$ cat config.mk
export PLATFORM = sky130hd
export DESIGN_NAME = ibex_wb_buffer
export DESIGN_NICKNAME = d
export VERILOG_FILES = /design/src/rtl/ibex_wb_buffer.sv
export SDC_FILE = /design/constraint.sdc
export NUM_CORES = 1
export LEC_CHECK = 0
export ABC_AREA = 1
export BUFFER_PORTS_ARGS = -buffer_cell sky130_fd_sc_hd__buf_4
export CAP_MARGIN = 20
export CORE_MARGIN = 2
export CORE_UTILIZATION = 52
export CTS_CLUSTER_DIAMETER = 100
export DETAILED_ROUTE_END_ITERATION = 10
export GPL_ROUTABILITY_DRIVEN = 0
export HOLD_SLACK_MARGIN = 0.03
export PLACE_DENSITY = 0.88
export SYNTH_ARGS = -nofsm -noshare
export SYNTH_HDL_FRONTEND = slang
export SYNTH_SLANG_ARGS = --single-unit
export TNS_END_PERCENT = 100
$ cat constraint.sdc
create_clock -name clk_i -period 3.6 [get_ports clk_i]
set_input_delay 0.54 -clock clk_i [delete_from_list [all_inputs] [get_ports clk_i]]
set_output_delay 0.54 -clock clk_i [all_outputs]
set_load 0.005 [all_outputs]
$ cat src/rtl/ibex_wb_buffer.sv
// Single-entry writeback buffer between EX and the register file.
// Holds one ALU result or pending load, aligns/extends load data, and drives RF write, forwarding and retire.
module ibex_wb_buffer #(
  parameter bit          ResetAll   = 1'b0,
  parameter int unsigned RetireCntW = 16
) (
  input  logic                  clk_i,
  input  logic                  rst_i,
  input  logic                  ex_valid_i,
  input  logic [31:0]           ex_result_i,
  input  logic [4:0]            ex_rd_addr_i,
  input  logic                  ex_rd_we_i,
  input  logic                  ex_is_load_i,
  input  logic [1:0]            ex_load_type_i,
  input  logic                  ex_load_sext_i,
  input  logic [1:0]            ex_addr_lsb_i,
  output logic                  wb_ready_o,
  input  logic                  lsu_resp_valid_i,
  input  logic [31:0]           lsu_resp_rdata_i,
  input  logic                  lsu_resp_err_i,
  output logic                  rf_we_o,
  output logic [4:0]            rf_waddr_o,
  output logic [31:0]           rf_wdata_o,
  output logic                  fwd_valid_o,
  output logic [4:0]            fwd_addr_o,
  output logic [31:0]           fwd_data_o,
  output logic                  load_err_o,
  output logic                  instr_ret_o,
  output logic [RetireCntW-1:0] retire_cnt_o
);

  typedef enum logic [1:0] {
    EMPTY     = 2'b00,
    FULL_DONE = 2'b01,
    FULL_LOAD = 2'b10
  } wb_state_e;

  wb_state_e             state_r;
  wb_state_e             state_s;
  logic [31:0]           result_r;
  logic [4:0]            rd_addr_r;
  logic                  rd_we_r;
  logic [1:0]            load_type_r;
  logic                  load_sext_r;
  logic [1:0]            addr_lsb_r;
  logic [RetireCntW-1:0] retire_cnt_r;
  logic                  wb_ready_s;
  logic                  accept_s;
  logic                  rf_we_s;
  logic [31:0]           rf_wdata_s;
  logic                  load_err_s;
  logic                  instr_ret_s;

  // Select the addressed half/byte of the response word and sign- or zero-extend it.
  function automatic logic [31:0] load_extend(input logic [1:0]  load_type,
                                              input logic        sext,
                                              input logic [1:0]  lsb,
                                              input logic [31:0] rdata);
    logic [15:0] half_v;
    logic [7:0]  byte_v;
    logic [31:0] res_v;
    half_v = lsb[1] ? rdata[31:16] : rdata[15:0];
    case (lsb)
      2'b00:   byte_v = rdata[7:0];
      2'b01:   byte_v = rdata[15:8];
      2'b10:   byte_v = rdata[23:16];
      default: byte_v = rdata[31:24];
    endcase
    case (load_type)
      2'b01:   res_v = {{16{sext & half_v[15]}}, half_v};
      2'b10:   res_v = {{24{sext & byte_v[7]}}, byte_v};
      default: res_v = rdata;
    endcase
    return res_v;
  endfunction

  // Ready, next state and writeback outputs, all decoded from the held entry and the LSU response.
  always_comb begin
    wb_ready_s  = 1'b1;
    state_s     = EMPTY;
    rf_we_s     = 1'b0;
    rf_wdata_s  = 32'd0;
    load_err_s  = 1'b0;
    instr_ret_s = 1'b0;
    case (state_r)
      FULL_DONE: begin
        rf_we_s     = rd_we_r && (rd_addr_r != 5'd0);
        rf_wdata_s  = result_r;
        instr_ret_s = 1'b1;
      end
      FULL_LOAD: begin
        wb_ready_s = lsu_resp_valid_i;
        if (!lsu_resp_valid_i) begin
          state_s = FULL_LOAD;
        end else if (lsu_resp_err_i) begin
          load_err_s = 1'b1;
        end else begin
          rf_we_s     = rd_we_r && (rd_addr_r != 5'd0);
          rf_wdata_s  = load_extend(load_type_r, load_sext_r, addr_lsb_r, lsu_resp_rdata_i);
          instr_ret_s = 1'b1;
        end
      end
      default: begin
        wb_ready_s = 1'b1;
      end
    endcase
    accept_s = ex_valid_i && wb_ready_s;
    if (accept_s) begin
      state_s = ex_is_load_i ? FULL_LOAD : FULL_DONE;
    end else begin
      state_s = state_s;
    end
  end

  // State register; a reset discards any held entry, including an outstanding load.
  always_ff @(posedge clk_i) begin
    if (rst_i) begin
      state_r <= EMPTY;
    end else begin
      state_r <= state_s;
    end
  end

  // Entry payload; only cleared on reset when ResetAll is set.
  always_ff @(posedge clk_i) begin
    if (rst_i && ResetAll) begin
      result_r    <= 32'd0;
      rd_addr_r   <= 5'd0;
      rd_we_r     <= 1'b0;
      load_type_r <= 2'b00;
      load_sext_r <= 1'b0;
      addr_lsb_r  <= 2'b00;
    end else if (accept_s) begin
      result_r    <= ex_result_i;
      rd_addr_r   <= ex_rd_addr_i;
      rd_we_r     <= ex_rd_we_i;
      load_type_r <= ex_load_type_i;
      load_sext_r <= ex_load_sext_i;
      addr_lsb_r  <= ex_addr_lsb_i;
    end
  end

  // Saturating retired-instruction counter.
  always_ff @(posedge clk_i) begin
    if (rst_i) begin
      retire_cnt_r <= {RetireCntW{1'b0}};
    end else if (instr_ret_s && (retire_cnt_r != {RetireCntW{1'b1}})) begin
      retire_cnt_r <= retire_cnt_r + {{(RetireCntW-1){1'b0}}, 1'b1};
    end
  end

  assign wb_ready_o   = wb_ready_s;
  assign rf_we_o      = rf_we_s;
  assign rf_waddr_o   = (state_r == EMPTY) ? 5'd0 : rd_addr_r;
  assign rf_wdata_o   = rf_wdata_s;
  assign fwd_valid_o  = rf_we_s;
  assign fwd_addr_o   = rf_waddr_o;
  assign fwd_data_o   = rf_wdata_s;
  assign load_err_o   = load_err_s;
  assign instr_ret_o  = instr_ret_s;
  assign retire_cnt_o = retire_cnt_r;

endmodule

# [Word level (Yosys, flattened, before mapping)]
# Cells that the tools add are included.
[classes] multipliers=0 add_sub_neg=1 n_shift=0 muxes=24 n_bitwise=2 reduce_logical=6 div=0 magnitude_cmp=0 eq_ne=7
[ops] cell="$pmux 32 s2" count=2
[ops] cell="$mux 32" count=2
[ops] cell="$mux 8" count=3
[ops] cell="$pmux 8 s3" count=1
[ops] cell="$add 16x1->16 const B" count=1
[ops] cell="$mux 16" count=1
[ops] cell="$ne 16x16->1 const B" count=1
[ops] cell="$mux 1" count=8
[ops] cell="$mux 2" count=4
[ops] cell="$eq 2x1->1 const B" count=3
[ops] cell="$eq 2x2->1 const B" count=3
[ops] cell="$mux 5" count=1
[ops] cell="$reduce_bool 5->1" count=1
[ops] cell="$logic_not 2->1" count=2
[ops] cell="$pmux 1 s2" count=2
[ops] cell="$logic_and 1x1->1" count=3
[ops] cell="$and 1x1->1" count=2
[word_totals] wordCells=48 romBits=0 out_inout_bits=95 mem_count=0 latchBits=0 mem_bits_rw=0 register_bits=61 inputBits=81

# [Depth between registers and ports, before layout]
[depth] depth_word=10 mapped_depth=11

# [Worst setup path before layout]
# OpenSTA, ideal clock, no wires.
[synth_path] path_type="register to output" from="register load_type_r[0]" to="output rf_wdata_o[22]" path_slack_ns=1.369 path_buffers=3 arrival_time_ns=1.691 path_stages_with_launch=11 path_cell_list="edfxtp_1 > inv_1 > ha_1 > clkbuf_1 > inv_1 > buf_2 > nor2_1 > nor2_1 > nand2_1 > a21oi_1 > buf_4"
[synth_between] elab_chain_len=5 elab_cells_between_ends=6
[synth_rtl] item="start, declared" line="43" source="logic [1:0] load_type_r;"
[synth_rtl] item="start signal, assigned" line="137" source="load_type_r <= ex_load_type_i;"
[synth_rtl] item="$eq 2x2->1 or $eq 2x1->1 (tied branches)" line="69" source="case (load_type)"
[synth_rtl] item="$pmux 32 s2 (*)" line="69"
[synth_rtl] item="$mux 32 (*)" line="95" source="end else if (lsu_resp_err_i) begin"
[synth_rtl] item="$mux 32 (*)" line="93" source="if (!lsu_resp_valid_i) begin"
[synth_rtl] item="$pmux 32 s2 (*)" line="85" source="case (state_r)"
[synth_rtl] item="end, declared" line="23" source="output logic [31:0] rf_wdata_o,"
# Mark *: on every way between the ends. The rest lies on a longest branch, timed or not.

# [Worst setup path after layout]
[layout_path] from="register addr_lsb_r[1]" to="output rf_wdata_o[24]"
[layout_between] elab_chain_len=10 elab_cells_between_ends=14
[layout_rtl] item="start, declared" line="45" source="logic [1:0] addr_lsb_r;"
[layout_rtl] item="start signal, assigned" line="139" source="addr_lsb_r <= ex_addr_lsb_i;"
[layout_rtl] item="$eq 2x2->1, or another cell as far along" line="63" source="case (lsb)"
[layout_rtl] item="$pmux 8 s3" line="63"
[layout_rtl] item="$mux 8" line="95"
[layout_rtl] item="$mux 8" line="93"
[layout_rtl] item="$mux 8" line="85"
[layout_rtl] item="$and 1x1->1" line="71" source="2'b10: res_v = {{24{sext & byte_v[7]}}, byte_v};"
[layout_rtl] item="$pmux 32 s2 (*)" line="69"
[layout_rtl] item="$mux 32 (*)" line="95"
[layout_rtl] item="$mux 32 (*)" line="93"
[layout_rtl] item="$pmux 32 s2 (*)" line="85"
# Mark *: on every way between the ends. The rest lies on a longest branch, timed or not. The select of a mux whose other input is x is not followed.

==> impl_metrics.py <==
metrics = {
    "grt": {
        "grt_usage": 0.2671,
        "grt_pass1_wl_microns": 18220,
        "antenna_found_initial": 0,
        "grt_pass1_vias": 3853,
        "grt_max_degree": 44,
        "grt_overflow": 0,
    },
    "die": {
        "row_count": 32,
        "dieArea_sq_um": 8671,
        "die_h_microns": 93.12,
        "start_util": 0.5345,
        "core_sq_um": 7727,
        "fp.dieW_microns": 93.12,
        "io_pins": 176,
    },
    "layout": {
        "num-nets-final": 780,
        "seqCellArea_sq_um": 1652,
        "multiInputGateArea_sq_um": 1881,
        "stdcell_count": 800,
        "final_cell_mix": "178 x buf_4, 155 x nand2_1, 78 x nor2_1",
        "final_common_cell": "buf_4",
        "drive_above_1_share": 0.3138,
        "final_area_sq_um": 5380,
        "n_antenna_cell": 0,
        "synthToLayoutAreaGrowth_pct": 30.26,
        "final_core_util": 0.6962,
        "fillerInstances": 597,
    },
    "setup_path": {
        "slowest_stage": "edfxtp_1",
        "cp_common_cell": "nand2_1",
        "cp-end-kind": "primary output",
        "critPathArrivalTime_ns": 2.46,
        "crit_type": "flop to primary output",
        "cp_cell_sequence": "inv_2, nand2_1, nand2_1, nand2_1, nand3_4, nand3_4, nand2_1, a21oi_1, buf_4",
        "start_kind": "flop",
        "crit_required_ns": 3.06,
        "cpPeakStageDelay_ns": 0.79,
        "crit_fanout": 22,
    },
    "yosys": {
        "ys_seq_elements": 61,
        "yosysTopAreaCellShare": 0.3126,
        "async_flop_share": 0,
        "ys_warn_count": 0,
        "synth_cells": 567,
        "syn_area_sq_um": 4130,
        "syn-num-nets": 654,
        "synth_area_leaders": "edfxtp_1 31%, nand2_1 14%, dfxtp_1 8.7%",
        "yosysTopAreaCell": "edfxtp_1",
        "synth_seq_area_share": 0.3999,
        "ys_types": 29,
        "synth_edf_count": 43,
        "syn_area_per_cell_sq_um": 7.284,
        "ys.flop_type": "edfxtp_1",
    },
    "place": {
        "io_buffers": 175,
        "place_hpwl_microns": 8611,
        "dp.cells": 783,
        "place_area_sq_um": 5170,
    },
    "job": {
        "maxCapViolCount": 0,
    },
    "sta": {
        "period_needed_ns": 2.999,
        "period_share": 0.8331,
        "tightest_slew_ns": 0.9264,
        "whs_ns": 0.3711,
        "skew_ns": 0.01044,
        "slew_headroom": 0.3815,
        "rsz0062_at_grt": "false",
        "hold_viol": 0,
        "max_freq_mhz": 333.4,
        "setup-tns-final_ns": 0,
        "setup_viol": 0,
        "slew_viol_final": 0,
    },
    "cts": {
        "cts_buffers": 9,
        "clkLatencyLatePin_ns": 0.34,
        "cts_sinks": 61,
        "hold_buffers": 0,
        "htree_levels": 3,
        "cts.repair.resized": 0,
        "path_clk_slew_ns": 0.08,
        "post_cts_buffers": 0,
        "cts_buffer_depth": 2,
        "cts_tree": "built",
        "clockRootBuffer": "clkbuf_8",
    },
    "power_and_ir_drop": {
        "ir_worst_vdd_mv": 0.1922,
        "p_leak_nw": 2.383,
        "powerDensity_nw_per_um2": 312.9,
    },
    "detailed_routing": {
        "wl_microns": 11880,
        "route.detailed.vias_per_inst": 5.293,
        "first_iter_violations": 298,
        "drc": 0,
        "num_vias": 4234,
        "first_pass_iters": 6,
        "wl_per_cell_microns": 14.85,
        "postRouteAntennaNets": 0,
    },
    "worst_hold_path": {
        "hp-class": "primary input to flop",
    },
    "outcome": {
        "status": "finished, final reports clean",
    },
}
worst paths after layout:
kind / slack, ns / cells past startpoint / end / startpoint
worst max-delay path: 0.60 / 9 / rf_wdata_o[24] / addr_lsb_r[1]$_DFFE_PP_
worst min register to register: 0.54 / 2 / retire_cnt_o[5]$_SDFFE_PP0P_ / retire_cnt_o[5]$_SDFFE_PP0P_
worst min-delay path: 0.37 / 1 / result_r[17]$_DFFE_PP_ / ex_result_i[17]
worst max register to register: 1.27 / 8 / retire_cnt_o[5]$_SDFFE_PP0P_ / state_r[0]$_SDFF_PP0_
layer usage:
| metal | global-route usage | vias up | wire length, microns |
|---|---|---|---|
| met1 | 0.3212 | 1895 | 4475 |
| met5 | 0 | - | 0 |
| met3 | 0.06446 | 21 | 1279 |
| met2 | 0.4644 | 267 | 5896 |
| li1 | - | 2051 | - |
| met4 | 0.09804 | 0 | 225 |
synthesized netlist by cell type (2+ instances only):
cell type / n
dfxtp_1: 18
nand2_1: 155
clkbuf_1: 15
nand3_1: 12
o21ai_0: 32
nor2_2: 2
nand2_2: 6
nor2_1: 78
edfxtp_1: 43
a21oi_2: 9
inv_1: 43
a21oi_1: 70
inv_2: 2
nand4_1: 3
nand3_4: 3
xor2_1: 3
nor3_1: 8
buf_4: 39
buf_6: 4
buf_2: 6
xnor2_1: 3
ha_1: 6
logic make-up (layout without fill, tap and decap cells):
kind of cell	after synthesis	after routing	synth area share
adders and majority gates	6	6	0.01818
DFF	61	61	0.3999
xor gates and xnor gates	6	6	0.01273
and+or+nand+nor	271	271	0.2739
AOI/OAI and AO/OA	113	113	0.1506
buffers and inverters	110	241	0.1448
final cells by class:
class,instances,share of cell area
clock buffer,11,0.02442
tap,102,0.02372
multi-input combinational,396,0.3495
timing repair buffer,179,0.2535
sequential,61,0.3070
inverter,46,0.03233
clock inverter,5,0.009535
power breakdown:
group,internal [mW],switching (mW)
Sequential,0.788,0.0164
Combinational,0.128,0.166
Clock,0.316,0.270
per-stage QoR:
stage	total power, mW	setup WS (ns)
2_1_floorplan	0.9787	1.369
3_3_place_gp	1.091	1.007
3_5_place_dp	1.100	0.9437
4_1_cts	1.688	0.6232
5_1_grt	1.756	0.4059
6_report	1.683	0.6008
critical path, delay by kind of cell (launching register included):
family,cells,cell delay [ns]
AO/OA/AOI/OAI,1,0.27
AND/OR/NAND/NOR,6,0.70
flip-flops,1,0.79
buffers and inverters,2,0.35
flip-flops by register name, summed over array words and instances (netlist names):
| name | flops |
|---|---|
| addr_lsb_r | 2 |
| load_sext_r | 1 |
| load_type_r | 2 |
| rd_addr_r | 5 |
| rd_we_r | 1 |
| result_r | 32 |
| retire_cnt_o | 16 |
| state_r | 2 |
(Power assumes the default switching activity.)
